--- config.mk ---
export PLATFORM = sky130hd
export DESIGN_NAME = alu_accumulator
export DESIGN_NICKNAME = d
export VERILOG_FILES = /design/src/rtl/alu_accumulator.sv
export SDC_FILE = /design/constraint.sdc
export NUM_CORES = 1
export LEC_CHECK = 0
export CORE_ASPECT_RATIO = 0.5
export CORE_MARGIN = 2
export CORE_UTILIZATION = 50
export CTS_CLUSTER_SIZE = 8
export DETAILED_ROUTE_END_ITERATION = 12
export HOLD_SLACK_MARGIN = 0.05
export PLACE_DENSITY = 0.78
export SYNTH_ARGS = -nofsm -noshare
export SYNTH_HDL_FRONTEND = slang
export SYNTH_SLANG_ARGS = --single-unit
--- constraint.sdc ---
create_clock -name clk -period 3.9 [get_ports clk]
set_input_delay 0.78 -clock clk [delete_from_list [all_inputs] [get_ports clk]]
set_output_delay 0.78 -clock clk [all_outputs]
set_load 0.01 [all_outputs]
--- src/rtl/alu_accumulator.sv ---
// Purpose: add/sub/load/clear accumulator with flags and a saturating completed-op counter.
// Latency: operation accepted at edge E0, result valid after E1, next accept possible after E2 (3 cycles/op).
// Backpressure: holds result/flags/count in DONE until out_ready; in_ready is low outside IDLE.
module alu_accumulator #(
  parameter int WIDTH     = 8,
  parameter int CNT_WIDTH = 16
) (
  input  logic                 clk,
  input  logic                 rst_n,
  input  logic                 in_valid,
  output logic                 in_ready,
  input  logic [1:0]           in_op,
  input  logic [WIDTH-1:0]     in_data,
  output logic                 out_valid,
  input  logic                 out_ready,
  output logic [WIDTH-1:0]     result,
  output logic                 carry,
  output logic                 overflow,
  output logic                 zero,
  output logic [CNT_WIDTH-1:0] op_count
);

  localparam int MSB = WIDTH - 1;

  localparam logic [1:0] OP_ADD  = 2'b00;
  localparam logic [1:0] OP_SUB  = 2'b01;
  localparam logic [1:0] OP_LOAD = 2'b10;
  localparam logic [1:0] OP_CLR  = 2'b11;

  typedef enum logic [1:0] {
    S_IDLE = 2'd0,
    S_EXEC = 2'd1,
    S_DONE = 2'd2
  } state_t;

  state_t               state_q, state_d;
  logic [1:0]           op_q, op_d;
  logic [WIDTH-1:0]     opnd_q, opnd_d;
  logic [WIDTH-1:0]     acc_q, acc_d;
  logic                 carry_q, carry_d;
  logic                 ovf_q, ovf_d;
  logic                 zero_q, zero_d;
  logic [CNT_WIDTH-1:0] cnt_q, cnt_d;

  logic [WIDTH-1:0]     b_opnd;
  logic                 cin;
  logic [WIDTH:0]       sum;
  logic [WIDTH-1:0]     acc_new;

  // Single adder shared by ADD and SUB: SUB inverts the operand and injects a carry-in.
  always_comb begin
    cin    = (op_q == OP_SUB);
    b_opnd = cin ? ~opnd_q : opnd_q;
    sum    = {1'b0, acc_q} + {1'b0, b_opnd} + {{WIDTH{1'b0}}, cin};
  end

  // Next-state, operand capture, accumulator/flag update and counter saturation.
  always_comb begin
    state_d = state_q;
    op_d    = op_q;
    opnd_d  = opnd_q;
    acc_d   = acc_q;
    carry_d = carry_q;
    ovf_d   = ovf_q;
    zero_d  = zero_q;
    cnt_d   = cnt_q;
    acc_new = acc_q;
    case (state_q)
      S_IDLE: begin
        if (in_valid) begin
          op_d    = in_op;
          opnd_d  = in_data;
          state_d = S_EXEC;
        end
      end
      S_EXEC: begin
        state_d = S_DONE;
        case (op_q)
          OP_ADD, OP_SUB: begin
            acc_new = sum[MSB:0];
            carry_d = sum[WIDTH];
            // Signed overflow: both addends share a sign that the sum does not.
            ovf_d   = (acc_q[MSB] == b_opnd[MSB]) && (sum[MSB] != acc_q[MSB]);
          end
          OP_LOAD: begin
            acc_new = opnd_q;
            carry_d = 1'b0;
            ovf_d   = 1'b0;
          end
          OP_CLR: begin
            acc_new = '0;
            carry_d = 1'b0;
            ovf_d   = 1'b0;
          end
          default: acc_new = acc_q;
        endcase
        acc_d  = acc_new;
        zero_d = ~|acc_new;
      end
      S_DONE: begin
        if (out_ready) begin
          state_d = S_IDLE;
          if (cnt_q != {CNT_WIDTH{1'b1}}) begin
            cnt_d = cnt_q + {{(CNT_WIDTH-1){1'b0}}, 1'b1};
          end
        end
      end
      default: state_d = S_IDLE;
    endcase
  end

  // All state registers; async reset abandons any in-flight operation.
  always_ff @(posedge clk or negedge rst_n) begin
    if (!rst_n) begin
      state_q <= S_IDLE;
      op_q    <= OP_ADD;
      opnd_q  <= '0;
      acc_q   <= '0;
      carry_q <= 1'b0;
      ovf_q   <= 1'b0;
      zero_q  <= 1'b0;
      cnt_q   <= '0;
    end else begin
      state_q <= state_d;
      op_q    <= op_d;
      opnd_q  <= opnd_d;
      acc_q   <= acc_d;
      carry_q <= carry_d;
      ovf_q   <= ovf_d;
      zero_q  <= zero_d;
      cnt_q   <= cnt_d;
    end
  end

  assign in_ready  = (state_q == S_IDLE);
  assign out_valid = (state_q == S_DONE);
  assign result    = acc_q;
  assign carry     = carry_q;
  assign overflow  = ovf_q;
  assign zero      = zero_q;
  assign op_count  = cnt_q;

endmodule

* After elaboration in Yosys (flattened, before gate mapping)
Index checks and enable logic that the tools add are counted.
** Word-level totals
- Output and inout bits :: 29
- Word-level logic and storage cells :: 40
- Bits in registers :: 39
** Cells by class
- Equal/unequal tests :: 10
- Bitwise operators :: 1
- Reductions and logical operators :: 10
- Mux-type cells :: 8
- Add/subtract/negate cells :: 3
** Operators with widths (count)
- 8-bit one-hot mux with 3 select lines :: 1
- 16-bit by 1-bit adder with 16-bit output (second input constant) :: 1
- 8-bit two-way mux :: 2
- 16-bit != test (second input constant) :: 1
- 8-bit by 8-bit adder with 9-bit output :: 1
- 9-bit by 1-bit adder with 9-bit output :: 1
- 8-bit inverter :: 1
- 8-bit OR reduction :: 1
- 2-bit == test (second input constant) :: 3
- 2-bit one-hot mux with 3 select lines :: 1
- 2-bit by 1-bit == test with 1-bit output (second input constant) :: 2
- 2-bit logical NOT :: 2
- 2-bit two-way mux :: 2
- 1-bit one-hot mux with 2 select lines :: 2
- 2-bit AND reduction :: 2
- 2-bit OR reduction :: 2
- 3-bit AND reduction :: 1
- 2-bit by 1-bit != test with 1-bit output (second input constant) :: 1
- 2-bit != test (second input constant) :: 1
- 1-bit == test :: 1
- 1-bit logical AND :: 1
- 1-bit logical NOT :: 1
- 1-bit != test :: 1

* Depth between registers and ports, before layout
Gate-level depths: netlist (run 1).
- Depth after elaboration :: 8
- Gate-level depth with buffers :: 11
- Gate-level depth less buffers :: 9

* Worst setup path before layout (run 1)
Ideal clock, no wire load.
- Path kind :: register to register
- Start point :: register op_q[1]
- End point :: register zero_q, in the netlist zero
- Slack :: 1.133 ns
- Path buffers :: 2
- Data required time :: 3.834 ns
- Stages on the path, launching flop included :: 12
- Clock period less this slack :: 2.767 ns
- Arrival :: 2.701 ns
- Cell sequence :: dfrtp_1 buf_4 nand2b_1 clkbuf_1 xnor2_1 fa_1 a21o_1 a211oi_1 nor3_1 a31o_2 nor4_2 a41o_1
** Between the ends
- Longest elaborated chain between the ends :: 8
- Elaborated cells on any way between the ends :: 12
** RTL lines
- from (decl) :: line 37 : logic [1:0] op_q, op_d;
- from (signal assigned) :: line 125 : op_q <= op_d;
- 2-bit by 1-bit == test with 1-bit output :: line 52, 78
- 8-bit two-way mux :: line 53 : b_opnd = cin ? ~opnd_q : opnd_q;
- 8-bit by 8-bit adder with 9-bit output :: line 54 : sum = {1'b0, acc_q} + {1'b0, b_opnd} + {{WIDTH{1'b0}}, cin};
- 9-bit by 1-bit adder with 9-bit output :: line 54
- 8-bit one-hot mux with 3 select lines (*) :: line 78 : case (op_q)
- 8-bit two-way mux (*) :: line 68 : case (state_q)
- 8-bit OR reduction (*) :: line 98 : zero_d = ~|acc_new;
- 1-bit logical NOT (*) :: line 98
- to (signal assigned) :: line 130 : zero_q <= zero_d;
- to (decl) :: line 42 : logic zero_q, zero_d;
Every way passes the cells marked *; elsewhere a longest branch is shown, timed or not. The select of a mux whose other input is x is not followed.
A chain may end at the register's enable or synchronous reset.

* Final worst setup path (run 1)
- Start point :: register op_q[0]
- End point :: register zero_q, in the netlist zero
The elaborated chain is that of the path after synthesis.

==> run metrics, run 1 <==
Die H 50.38 um; clock sinks 39; DRT Wirelength 4.553 mm; drt first pass iters 4; layer with the highest usage met2; Synth Cell Area 0.002151 mm^2; GR Util met3 5.571%; clock root cell clkbuf_8; Via density 5.430; met1 Resource Use GR 26.14%; CTS Buf Count 5; share of cells above drive strength 1 12.10%; worst hold stages 2; Critical Path RT 4.13 ns; syn nets 226; Non-Filler Instances 302; first-pass GRT wire length 7.714 mm; initial antenna violation count 0; Clock power frac 12.0%; Comb pwr share 60.5%; Die ar. 0.004874 mm^2; Final min period 2.729 ns; GRT Residual Overflow 0; gpl congestion 0.9137; Die Wd 96.76 um; R2R depth 9; area share of the largest cell type after synthesis 45.38%; Crit Path Max Fanout 7; crit path cell chain nand2b_1 -> xnor2_1 -> fa_1 -> a21o_1 -> a211oi_1 -> nor3_1 -> a31o_2 -> nor4_2 -> a41o_1; Hold Fails Final Rpt 0; mean post-synth cell area 10.60 um^2; starting density of the core 53.72%; max cap viols 0; Max Fclk 0.3665 GHz; delay-heaviest family, CP compound AO/OA/AOI/OAI gates; Bufs on Longest Clock Path 2; IO Count 43; RSZ-0062 raised after global routing false; Core Region 0.004004 mm^2; Post-DRT Antenna Nets 0; CP startpoint kind register; Routed wire per std cell 15.08 um; final-report setup violation count 0; skew final 0.005833 ns; Post-synth top cells dfrtp_1 (39), nand2_1 (25), xnor2_1 (16); HP Class reg -> reg; number of port buffers 42; Tcrit/Tclk final 69.97%; TNS Setup 0 ns; Max rail drop VDD 348.3 uV; CTS tree done; Worst setup EP type register; worst slew margin relative to its limit 42.53%; switching power 1.074 mW; vias in the first global route 1,600; most area-consuming cells after synthesis dfrtp_1 (45%), xnor2_1 (6.5%), mux2_2 (5.2%); dpl cells 294; Post-Syn Instances 203; Flop pwr share 27.5%; critical path arrival 2.96 ns; M2 GR Usage 34.61%; # fillers 324; Seq/Total Area, Yosys 45.38%; post_cts resized 0; Max Slew Vio Count 0; Detail Placement HPWL 3.348 mm; largest net degree at the start of global routing 40; Yosys reg bits 39; Area growth, synth to finish 25.65%; slowest stage delay, CP 0.47 ns; main flop type after synthesis dfrtp_1; vias 1,640; asr flop ratio synth 100.0%; Rows 16; Reg clk slew, reported paths 0.08 ns; DRC 0; power density cells 930.7 mW/mm^2; diode count 0; Total Routing Usage GR 20.25%; Synth warnings 0; layout net count 270; Tightest Pin Transition 0.8620 ns; critical path buffer and inverter count 0; Int Power 1.441 mW; CP Class reg -> reg; Pleak 1.172 nW; outcome finished, final reports clean; DRT iter0 DRCs 51; Synth area leader dfrtp_1; slowest stage cell, crit path fa_1; hold_buf cts 0; number of flops mapped to enable cells by yosys 0; H-tree Lvls 2; Worst path depth 9; Clk Latency, worst-skew pair 0.29 ns; Yosys cell types 45; most common cell in the netlist dfrtp_1; switch share 42.71%; post-CTS setup-driven buffer insertion count 0
-- sequential cells by signal, indices dropped and copies added, names as in the netlist --
name / count
carry: 1
op_count: 16
op_q: 2
opnd_q: 8
overflow: 1
result: 8
state_q: 2
zero: 1
-- metrics by stage --
step	area (um^2)	utilization, %	worst slack, ns	power [mW]	hold slack (ns)
after floorplan	2151	-	1.133	1.823	0.4844
after global placement	2604	65.03	1.308	2.166	0.4641
after detailed placement	2604	65.03	1.197	2.208	0.4771
after CTS	2703	67.50	1.186	2.517	0.4969
after global routing	2703	67.50	0.9878	2.710	0.5154
final	2703	67.50	1.171	2.515	0.4954
-- cell type report --
class | instances | area, um^2 | share of cell area [%]
Clock buffer | 6 | 82.58 | 3.056
Tap cell | 54 | 67.56 | 2.500
Sequential cell | 39 | 975.9 | 36.11
Multi-Input combinational cell | 154 | 1122 | 41.53
Clock inverter | 2 | 16.27 | 0.6019
Inverter | 4 | 15.01 | 0.5556
Timing Repair Buffer | 43 | 422.9 | 15.65
-- metal layers --
layer,part of all wire (%),up-vias,routed length [um]
li1,-,804,-
met1,47,807,2126
met2,49,27,2241
met3,3.6,2,164
met4,0.46,0,21
met5,0,-,0
-- final timing paths --
check / start / end / slack (ns)
hold reg to reg: overflow$_DFFE_PN0N_ / overflow$_DFFE_PN0N_ / 0.50
setup reg to reg: op_q[0]$_DFFE_PN0P_ / zero$_DFFE_PN0N_ / 1.17
min in group asynchronous: rst_n / op_count[6]$_DFFE_PN0P_ / 0.59
hold / removal: overflow$_DFFE_PN0N_ / overflow$_DFFE_PN0N_ / 0.50
max in group asynchronous: rst_n / result[3]$_DFFE_PN0N_ / 2.76
setup / recovery: op_q[0]$_DFFE_PN0P_ / zero$_DFFE_PN0N_ / 1.17
-- cells by family (layout without fill, tap and decap cells) --
family,count (synthesis),count (layout),share of synthesized area (%)
simple gates,65,65,14.83
compound gates,42,42,15.07
flops,39,39,45.38
xor+xnor,27,27,10.99
mux,11,11,5.701
buf+inv,10,55,2.443
fa+ha+maj,9,9,5.585
-- worst reg2reg max path: stages (launching register included) --
cell and delay (ns):
dfrtp_1 0.44, nand2b_1 0.27, xnor2_1 0.25, fa_1 0.47, a21o_1 0.21, a211oi_1 0.26
nor3_1 0.07, a31o_2 0.23, nor4_2 0.28, a41o_1 0.20
-- power groups by stage --
stage               combinational [mW]  clock (mW)  sequential, mW
floorplan                         1.13           0           0.693
global placement                  1.48           0           0.687
detailed placement                1.51           0           0.699
CTS                               1.52       0.303           0.692
global route                      1.67       0.325           0.715
finish                            1.52       0.301           0.692
-- cell usage in the layout, fill, tap and decap left out, drive strengths merged, types with 3 or more instances in the layout --
cell	netlist	final
mux2	10	10
clkdlybuf4s50	0	41
nand2	25	25
clkbuf	3	6
nor3	3	3
dfrtp	39	39
nor2	15	15
o21a	4	4
o21ai	10	10
nor4	3	3
nand4	3	3
inv	4	4
a211oi	5	5
xor2	11	11
xnor2	16	16
ha	8	8
nand3	5	5
a21oi	5	5
(Power assumes the default switching activity.)
==> inputs of run 2 (changes only) <==
==> constraint.sdc (replaced) <==
create_clock -name clk -period 2.8 [get_ports clk]
set_input_delay 0.56 -clock clk [delete_from_list [all_inputs] [get_ports clk]]
set_output_delay 0.56 -clock clk [all_outputs]
set_load 0.01 [all_outputs]
==> run 2 against run 1 <==
Effect of this change: global-route usage grew 0.099 points; critical path type unchanged; non-clock buffer count grew 2; combinational power grew 43%; largest power group unchanged; die area is the same; critical endpoint unchanged.
==> run metrics, run 2 (synthesis gave the netlist of run 1 again) <==
hold_buf cts 0; DRT iter0 DRCs 68; outcome finished, final reports clean; Die H 50.38 um; IO Count 43; first-pass GRT wire length 7.886 mm; GRT Residual Overflow 0; register area 975.9 um^2; Clk Latency, worst-skew pair 0.29 ns; commonest non-fill, non-tap cell in the layout clkdlybuf4s50_1; TNS Setup 0 ns; number of port buffers 42; CP Class reg -> reg; skew final 0.007195 ns; CP startpoint kind register; power density cells 1328 mW/mm^2; Max Fclk 0.3732 GHz; Routed wire per std cell 14.91 um; multi-input logic area 0.001127 mm^2; switch share 41.52%; share of cells above drive strength 1 13.20%; gpl congestion 0.9025; crit path cell chain nand2b_1 -> xnor2_1 -> fa_1 -> a21o_1 -> a211oi_1 -> nor3_1 -> a31o_2 -> nor4_2 -> a41o_1; Crit Path Max Fanout 5; Flop pwr share 26.8%; Die ar. 0.004874 mm^2; CTS tree done; critical path buffer and inverter count 0; drt first pass iters 4; starting density of the core 53.72%; Total Routing Usage GR 20.35%; worst slew margin relative to its limit 42.20%; Max rail drop VDD 508.5 uV; Comb pwr share 59.8%; Reg clk slew, reported paths 0.08 ns; switching power 1.512 mW; HP Class in -> async; Non-Filler Instances 304; post-CTS setup-driven buffer insertion count 0; max cap viols 0; DRT Wirelength 4.532 mm; critical path arrival 2.91 ns; clock sinks 39; H-tree Lvls 2; clock root cell clkbuf_8; Die Wd 96.76 um; Tcrit/Tclk final 95.69%; post_cts resized 0; dpl cells 296; Hold WS 0.3821 ns; # fillers 328; Via density 5.345; CTS Buf Count 5; diode count 0; Critical Path RT 3.03 ns; Detail Placement HPWL 3.360 mm; DRC 0; Hold Fails Final Rpt 0; Post-DRT Antenna Nets 0; Rows 16; Area growth, synth to finish 27.46%; Power Total 3.641 mW; RSZ-0062 raised after global routing false; slowest stage cell, crit path fa_1; Tightest Pin Transition 0.8671 ns; most frequent cells in the layout clkdlybuf4s50_1 (41), dfrtp_1 (39), nand2_1 (25); Bufs on Longest Clock Path 2; layout net count 272; vias in the first global route 1,655; largest net degree at the start of global routing 40; vias 1,625; Worst setup EP type register; Max Slew Vio Count 0; post-route design area 0.002741 mm^2; initial antenna violation count 0; slowest stage delay, CP 0.49 ns; number of flip-flops in the largest register 16; Int Power 2.129 mW; delay-heaviest family, CP compound AO/OA/AOI/OAI gates; Pleak 1.196 nW; placed inst area 0.002619 mm^2; Clock power frac 13.4%; Core Region 0.004004 mm^2; final-report setup violation count 0; Final min period 2.679 ns
run 2: path summary, 6_finish.rpt:
| path | cells after the start | slack [ns] | endpoint | from |
|---|---|---|---|---|
| setup / recovery | 9 | 0.12 | zero$_DFFE_PN0N_ | op_q[1]$_DFFE_PN0P_ |
| hold / removal | 1 | 0.38 | op_count[3]$_DFFE_PN0P_ | rst_n |
| setup reg to reg | 9 | 0.12 | zero$_DFFE_PN0N_ | op_q[1]$_DFFE_PN0P_ |
| hold reg to reg | 2 | 0.48 | carry$_DFFE_PN0N_ | carry$_DFFE_PN0N_ |
| max in group asynchronous | 1 | 1.87 | op_q[1]$_DFFE_PN0P_ | rst_n |
| min in group clk | 2 | 0.48 | carry$_DFFE_PN0N_ | carry$_DFFE_PN0N_ |
run 2: per-layer routing:
layer / wire length [um] / global-route usage (%)
met1: 2156 / 27.56
met2: 2074 / 32.99
met3: 247 / 5.571
met4: 54 / 4.930
met5: 0 / 0
run 2: final cells by class:
class	instances	area share, %
clock inverter	2	1.278
clock buffer	6	3.012
tap	54	2.465
sequential	39	35.60
inverter	4	0.5477
multi-input combinational	154	41.12
timing repair buffer	45	15.97
run 2: stage by stage:
stage	setup WS (ns)	utilization (%)
2_1_floorplan	0.03273	-
3_3_place_gp	0.2750	65.41
3_5_place_dp	0.1970	65.41
4_1_cts	0.1696	68.34
5_1_grt	0.03512	68.47
6_report	0.1207	68.47
run 2: power by group through the flow:
stage / combinational (mW) / sequential [mW] / clock (mW)
after floorplan: 1.57 / 0.965 / 0
after global placement: 2.09 / 0.966 / 0
after detailed placement: 2.14 / 0.979 / 0
after CTS: 2.16 / 0.973 / 0.499
after global routing: 2.40 / 1.01 / 0.529
final: 2.18 / 0.977 / 0.488
